File: src/rtl/max7219_pkg.sv
// Shared MAX7219 register map and word layout, used by both the driver and the receiver.
package max7219_pkg;

  localparam int ADDR_W     = 4;
  localparam int DATA_W     = 8;
  localparam int WORD_BITS  = 16;
  localparam int NUM_DIGITS = 8;
  localparam int CNT_W      = 5;

  localparam logic [ADDR_W-1:0] REG_NOOP        = 4'h0;
  localparam logic [ADDR_W-1:0] REG_DIGIT1      = 4'h1;
  localparam logic [ADDR_W-1:0] REG_DIGIT8      = 4'h8;
  localparam logic [ADDR_W-1:0] REG_DECODE_MODE = 4'h9;
  localparam logic [ADDR_W-1:0] REG_INTENSITY   = 4'hA;
  localparam logic [ADDR_W-1:0] REG_SCAN_LIMIT  = 4'hB;
  localparam logic [ADDR_W-1:0] REG_SHUTDOWN    = 4'hC;
  localparam logic [ADDR_W-1:0] REG_DISP_TEST   = 4'hF;

  // Low 12 bits of a frame; the top nibble is don't-care and never stored.
  typedef struct packed {
    logic [ADDR_W-1:0] addr;
    logic [DATA_W-1:0] data;
  } word_t;

  function automatic logic is_digit(logic [ADDR_W-1:0] addr);
    return (addr >= REG_DIGIT1) && (addr <= REG_DIGIT8);
  endfunction

endpackage

File: src/rtl/sync_ff.sv
// Multi-flop synchronizer for a single asynchronous input bit.
module sync_ff #(
  parameter int SYNC_STAGES = 2
) (
  input  logic clk,
  input  logic rst_n,
  input  logic d,
  output logic q
);

  logic [SYNC_STAGES-1:0] chain;

  // NOTE: sequential state uses non-blocking assignments so every flop samples pre-edge values.
  always_ff @(posedge clk) begin
    if (!rst_n) chain <= '0;
    else        chain <= {chain[SYNC_STAGES-2:0], d};
  end

  assign q = chain[SYNC_STAGES-1];

endmodule

File: src/rtl/max7219_rx.sv
// Receives MAX7219 serial frames from an external driver and mirrors its register file.
module max7219_rx
  import max7219_pkg::*;
#(
  parameter int SYNC_STAGES = 2
) (
  input  logic        clk,
  input  logic        rst_n,
  input  logic        clk_in,
  input  logic        data_in,
  input  logic        load,
  output logic        word_valid,
  output logic [3:0]  word_addr,
  output logic [7:0]  word_data,
  output logic        err_len,
  output logic [63:0] digits,
  output logic [7:0]  decode_mode,
  output logic [3:0]  intensity,
  output logic [2:0]  scan_limit,
  output logic        shutdown_n,
  output logic        disp_test,
  output logic        frame_done
);

  logic clk_s, data_s, load_s;
  logic clk_d, data_d, load_d;
  logic clk_rise_q, load_rise_q, load_fall_q;
  logic [CNT_W-1:0]      bit_cnt;
  word_t                 shift;
  logic [NUM_DIGITS-1:0] bitmap, digit_mask, bitmap_next;
  logic [2:0]            digit_idx;

  sync_ff #(.SYNC_STAGES(SYNC_STAGES)) u_sync_clk  (.clk(clk), .rst_n(rst_n), .d(clk_in),  .q(clk_s));
  sync_ff #(.SYNC_STAGES(SYNC_STAGES)) u_sync_data (.clk(clk), .rst_n(rst_n), .d(data_in), .q(data_s));
  sync_ff #(.SYNC_STAGES(SYNC_STAGES)) u_sync_load (.clk(clk), .rst_n(rst_n), .d(load),    .q(load_s));

  // Edges are registered; the *_d copies are then the signal levels aligned with those edge flags.
  always_ff @(posedge clk) begin
    if (!rst_n) begin
      clk_d       <= 1'b0;
      data_d      <= 1'b0;
      load_d      <= 1'b0;
      clk_rise_q  <= 1'b0;
      load_rise_q <= 1'b0;
      load_fall_q <= 1'b0;
    end else begin
      clk_d       <= clk_s;
      data_d      <= data_s;
      load_d      <= load_s;
      clk_rise_q  <= clk_s & ~clk_d;
      load_rise_q <= load_s & ~load_d;
      load_fall_q <= ~load_s & load_d;
    end
  end

  always_ff @(posedge clk) begin
    if (!rst_n || load_fall_q) begin
      bit_cnt <= '0;
      shift   <= '0;
    end else if (clk_rise_q && !load_d) begin
      shift <= {shift[$bits(word_t)-2:0], data_d};
      if (bit_cnt != CNT_W'(WORD_BITS + 1)) bit_cnt <= bit_cnt + 1'b1;
    end
  end

  // NOTE: every always_comb output gets a default first so no path leaves it unassigned (no latch).
  always_comb begin
    digit_idx   = 3'(shift.addr - 4'd1);
    digit_mask  = '0;
    if (is_digit(shift.addr)) digit_mask = 8'b1 << digit_idx;
    bitmap_next = bitmap | digit_mask;
  end

  // NOTE: the register file is a handful of flops, so it is reset outright rather than left undefined.
  always_ff @(posedge clk) begin
    if (!rst_n) begin
      word_valid  <= 1'b0;
      err_len     <= 1'b0;
      frame_done  <= 1'b0;
      word_addr   <= '0;
      word_data   <= '0;
      bitmap      <= '0;
      digits      <= '0;
      decode_mode <= '0;
      intensity   <= '0;
      scan_limit  <= '0;
      shutdown_n  <= 1'b0;
      disp_test   <= 1'b0;
    end else begin
      word_valid <= 1'b0;
      err_len    <= 1'b0;
      frame_done <= 1'b0;
      if (load_rise_q) begin
        if (bit_cnt == CNT_W'(WORD_BITS)) begin
          word_valid <= 1'b1;
          word_addr  <= shift.addr;
          word_data  <= shift.data;
          if (is_digit(shift.addr)) begin
            digits[{digit_idx, 3'b000} +: 8] <= shift.data;
            if (&bitmap_next) begin
              frame_done <= 1'b1;
              bitmap     <= '0;
            end else begin
              bitmap <= bitmap_next;
            end
          end else begin
            case (shift.addr)
              REG_DECODE_MODE: decode_mode <= shift.data;
              REG_INTENSITY:   intensity   <= shift.data[3:0];
              REG_SCAN_LIMIT:  scan_limit  <= shift.data[2:0];
              REG_SHUTDOWN:    shutdown_n  <= shift.data[0];
              REG_DISP_TEST:   disp_test   <= shift.data[0];
              default: ;
            endcase
          end
        end else begin
          err_len <= 1'b1;
        end
      end
    end
  end

endmodule

File: config.mk
export PLATFORM = sky130hd
export DESIGN_NAME = max7219_rx
export DESIGN_NICKNAME = d
export VERILOG_FILES = /design/src/rtl/max7219_pkg.sv /design/src/rtl/sync_ff.sv /design/src/rtl/max7219_rx.sv
export SDC_FILE = /design/constraint.sdc
export NUM_CORES = 1
export LEC_CHECK = 0
export CAP_MARGIN = 25
export CORE_UTILIZATION = 40
export CTS_BUF_LIST = sky130_fd_sc_hd__clkbuf_4
export DETAILED_ROUTE_END_ITERATION = 8
export PLACE_DENSITY_LB_ADDON = 0.15
export SKIP_LAST_GASP = 1
export SLEW_MARGIN = 20
export SYNTH_ARGS = -nofsm -noshare
export SYNTH_HDL_FRONTEND = slang
export SYNTH_SLANG_ARGS = --single-unit
export TNS_END_PERCENT = 5
File: constraint.sdc
create_clock -name clk -period 3.5 [get_ports clk]
set_input_delay 0.7 -clock clk [delete_from_list [all_inputs] [get_ports clk]]
set_output_delay 0.7 -clock clk [all_outputs]
set_load 0.05 [all_outputs]
==> summary.md <==
| Metric | Value |
|---|---|
| Commonest non-fill, non-tap cell in the layout | dfxtp_1 |
| Hold Crit Class | reg -> reg |
| Minimum clock period | approximately 2900 ps |
| Kind of cell adding the most delay to the critical path | simple AND/OR/NAND/NOR gates |
| Num Clock Sinks | around 130 |
| Worst-Skew Late Latency | about 520 ps |
| Share of the yosys chip area belonging to registers | 48.94% |
| Worst r2r src | shift[8]$_SDFFE_PP0P_ |
| Req. time, crit path | 3910 ps |
| Final Max Slew Viols | 0 |
| Synth Flop Type | dfxtp_1 |
| Hold Slack | 404.4 ps |
| Drt initial violations | 199 |
| CTS tree | built |
| DR vias/cell | 4.992 |
| R2R Setup Slk | 550 ps |
| Filler Cells Inserted | 1,272 |
| Slew headroom | slightly above 40% |
| Worst-Margin Slew | around 890 ps |
| CP max stage delay | roughly 460 ps |
| R2r endpoint | digits[37]$_SDFFE_PN0P_ |
| Net total in the final layout | 679 |
| Hold path depth | 1 |
| #FFs+latches synth | 133 |
| Peak Freq | 339.4 MHz |
| Cells resized by post-CTS repair | 0 |
| Final setup fails | 0 |
| Initial antenna violation count | 1 |
| P per Cell Area | about 370 mW/mm^2 |
| Clock tree buffer depth | 2 |
| Synth Cell Area | 0.005440 sq mm |
| CP endpoint kind | flop |
| Post-Layout Cell Count | 854 |
| Setup bufs post-CTS | 0 |
| Port bufs | 100 |
| Wire length after detailed routing | approximately 13 mm |
| Most frequent cells in the layout | dfxtp_1 (133), clkdlybuf4s50_1 (99), nand2_1 (92), nor2b_1 (63), mux2i_1 (53) |
| Share of layout cells above drive strength 1 | 6.795% |
| Hold Vio Cnt, Final | 0 |
| Static Leak | around 2.5 nW |
| Routed len/inst | 15.30 microns |
| Yosys top cell area share | between 40% and 50% |
| Root buf cell | clkbuf_4 |
| WS Path Type | reg -> reg |
| Initial Util | between 40% and 50% |
| Largest area contributor in the netlist | dfxtp_1 |
| # rows | 42 |
| # hold bufs at CTS | 0 |
| TNS Setup | 0 ps |
| Bufs and invs on worst path | 3 |
| Post-route DRC | 0 |
| Crit path cell chain | inv_1 -> ha_1 -> xor2_2 -> inv_2 -> ha_1 -> nor2b_1 -> nand2_1 -> nor4_4 -> buf_4 -> mux2i_1 -> nor2b_1 |
| H-tree Lvls | 4 |
| GRT overflow | 0 |
| Total Routing Usage GR | around 19% |
| Vias | ~4,300 |
| Clock transition at path regs | roughly 100 ps |
| Die height | 118.6 microns |
| Crit share post-route | between 80% and 90% |
| Ys async rst share | 0% |
| Multi-input logic area | 0.002592 sq mm |
| Syn nets | slightly below 600 |
| Register area | around 0.0027 sq mm |
| Worst VDD drop | 197.6 uV |
| Number of global-route vias before repair | between 4,000 and 5,000 |
| Drt pass-1 iters | 4 |
| Worst hold path startpoint | u_sync_load.chain[1]$_SDFF_PN0_ |
| CP max stage cell | nor2b_1 |
| Max cap viols | 0 |
| Avg Inst Size Synth | 9.380 sq um |
| Die area | about 0.014 sq mm |
| Outcome | complete, no violations |
| Num CTS Buffers | 17 |
| Global-route wire length before repair | between 20 and 25 mm |
| Synth Instances | between 500 and 600 |
| Area growth, synth to finish | 25.05% |
| Die width | approximately 120 microns |
| Crit path arrival time | about 3400 ps |
| Routability congestion estimate | about 0.81 |
| Top cells by area, synth | dfxtp_1 (49%), mux2i_1 (9.8%), nor2b_1 (7.2%) |
| R2r worst-path depth | 11 |
| CP Max Fanout | 9 |
| Antenna viol nets, final | 0 |
| Dpl hpwl | ~8.8 mm |
| Dpl cells | between 800 and 900 |
| Cell variety after synth | 48 |
| Hold path endpoint | load_fall_q$_SDFF_PN0_ |
| CP Launch Type | flop |
| RSZ-0062 raised after global routing | no |
| Core Region | about 0.013 sq mm |
| # IOs | 101 |
| Synth warn | 0 |
| Largest net degree at the start of global routing | between 80 and 90 |
| Clock Skew | approximately 12 ps |
| Post-synth EDFFs | 0 |
-- area by class of cell --
| class | count | share of cell area [%] |
|---|---|---|
| sequential | 133 | 39.14 |
| multi-input combinational | 400 | 38.11 |
| timing repair buffer | 105 | 15.38 |
| tap | 176 | 3.237 |
| clock buffer | 18 | 1.986 |
| clock inverter | 14 | 1.729 |
| inverter | 7 | 0.3862 |
| antenna | 1 | 0.03679 |
-- Yosys cell counts (2+ instances only) --
| cell type | n |
|---|---|
| a31oi_1 | 7 |
| o21a_1 | 2 |
| inv_1 | 6 |
| dfxtp_1 | 133 |
| and3_1 | 6 |
| xor2_1 | 3 |
| nor2b_1 | 63 |
| nand4_1 | 5 |
| ha_1 | 10 |
| buf_2 | 6 |
| clkbuf_1 | 32 |
| nand2_1 | 92 |
| and2_1 | 19 |
| a21oi_1 | 18 |
| nand2b_1 | 3 |
| a21boi_0 | 20 |
| nand4_2 | 2 |
| nor3b_1 | 8 |
| mux2i_1 | 53 |
| a32oi_1 | 2 |
| nor2_1 | 19 |
| o21ai_0 | 21 |
| nand3_1 | 25 |
-- flip-flops by register name, indices dropped and copies added, names as in the netlist, 2 cells and up --
| register | flops |
|---|---|
| digits | 64 |
| shift | 12 |
| bitmap | 8 |
| decode_mode | 8 |
| word_data | 8 |
| bit_cnt | 5 |
| intensity | 4 |
| word_addr | 4 |
| scan_limit | 3 |
| u_sync_clk.chain | 2 |
| u_sync_data.chain | 2 |
| u_sync_load.chain | 2 |
-- routing by layer --
layer	vias up	track usage (%)	share of wire (%)
li1	2124	-	-
met1	2000	24.92	46
met2	123	30.45	46
met3	16	6.226	6.3
met4	0	7.278	1.7
met5	-	0	0
-- worst max-delay path by stage --
stage                           from                       to  slack, ps  cells past startpoint
6_report       shift[8]$_SDFFE_PP0P_  digits[37]$_SDFFE_PN0P_        550                     11
5_1_grt        shift[8]$_SDFFE_PP0P_  digits[36]$_SDFFE_PN0P_        210                     11
4_1_cts        shift[8]$_SDFFE_PP0P_  digits[39]$_SDFFE_PN0P_        570                     11
3_5_place_dp   shift[8]$_SDFFE_PP0P_  digits[39]$_SDFFE_PN0P_        590                     11
3_3_place_gp   shift[8]$_SDFFE_PP0P_  digits[39]$_SDFFE_PN0P_        770                     11
2_1_floorplan  shift[8]$_SDFFE_PP0P_  digits[32]$_SDFFE_PN0P_        560                     12
-- power breakdown --
| part | switching [mW] | internal [mW] | leakage [nW] | total, mW |
|---|---|---|---|---|
| clock network | 0.532 | 0.413 | 0.147 | 0.945 |
| logic | 0.0291 | 0.0219 | 1.29 | 0.0510 |
| registers | 0.00268 | 1.52 | 1.07 | 1.52 |
-- metrics by stage --
step	util (%)	power, mW	area [sq um]	setup slack [ps]
global route	51.37	2.615	6803	212.2
global placement	49.44	1.606	6548	773.8
floorplan	-	1.593	5440	556.3
finish	51.37	2.516	6803	553.7
CTS	51.35	2.552	6800	566.7
detailed placement	49.44	1.607	6548	593.2
-- cells by family after synthesis --
kind of cell | share of synthesized area, %
simple gates | 24.72
compound gates | 9.821
buf+inv | 3.519
mux | 9.752
fa+ha+maj | 2.300
flops | 48.94
xor+xnor | 0.9432
Power figures use the tool's default switching activity.
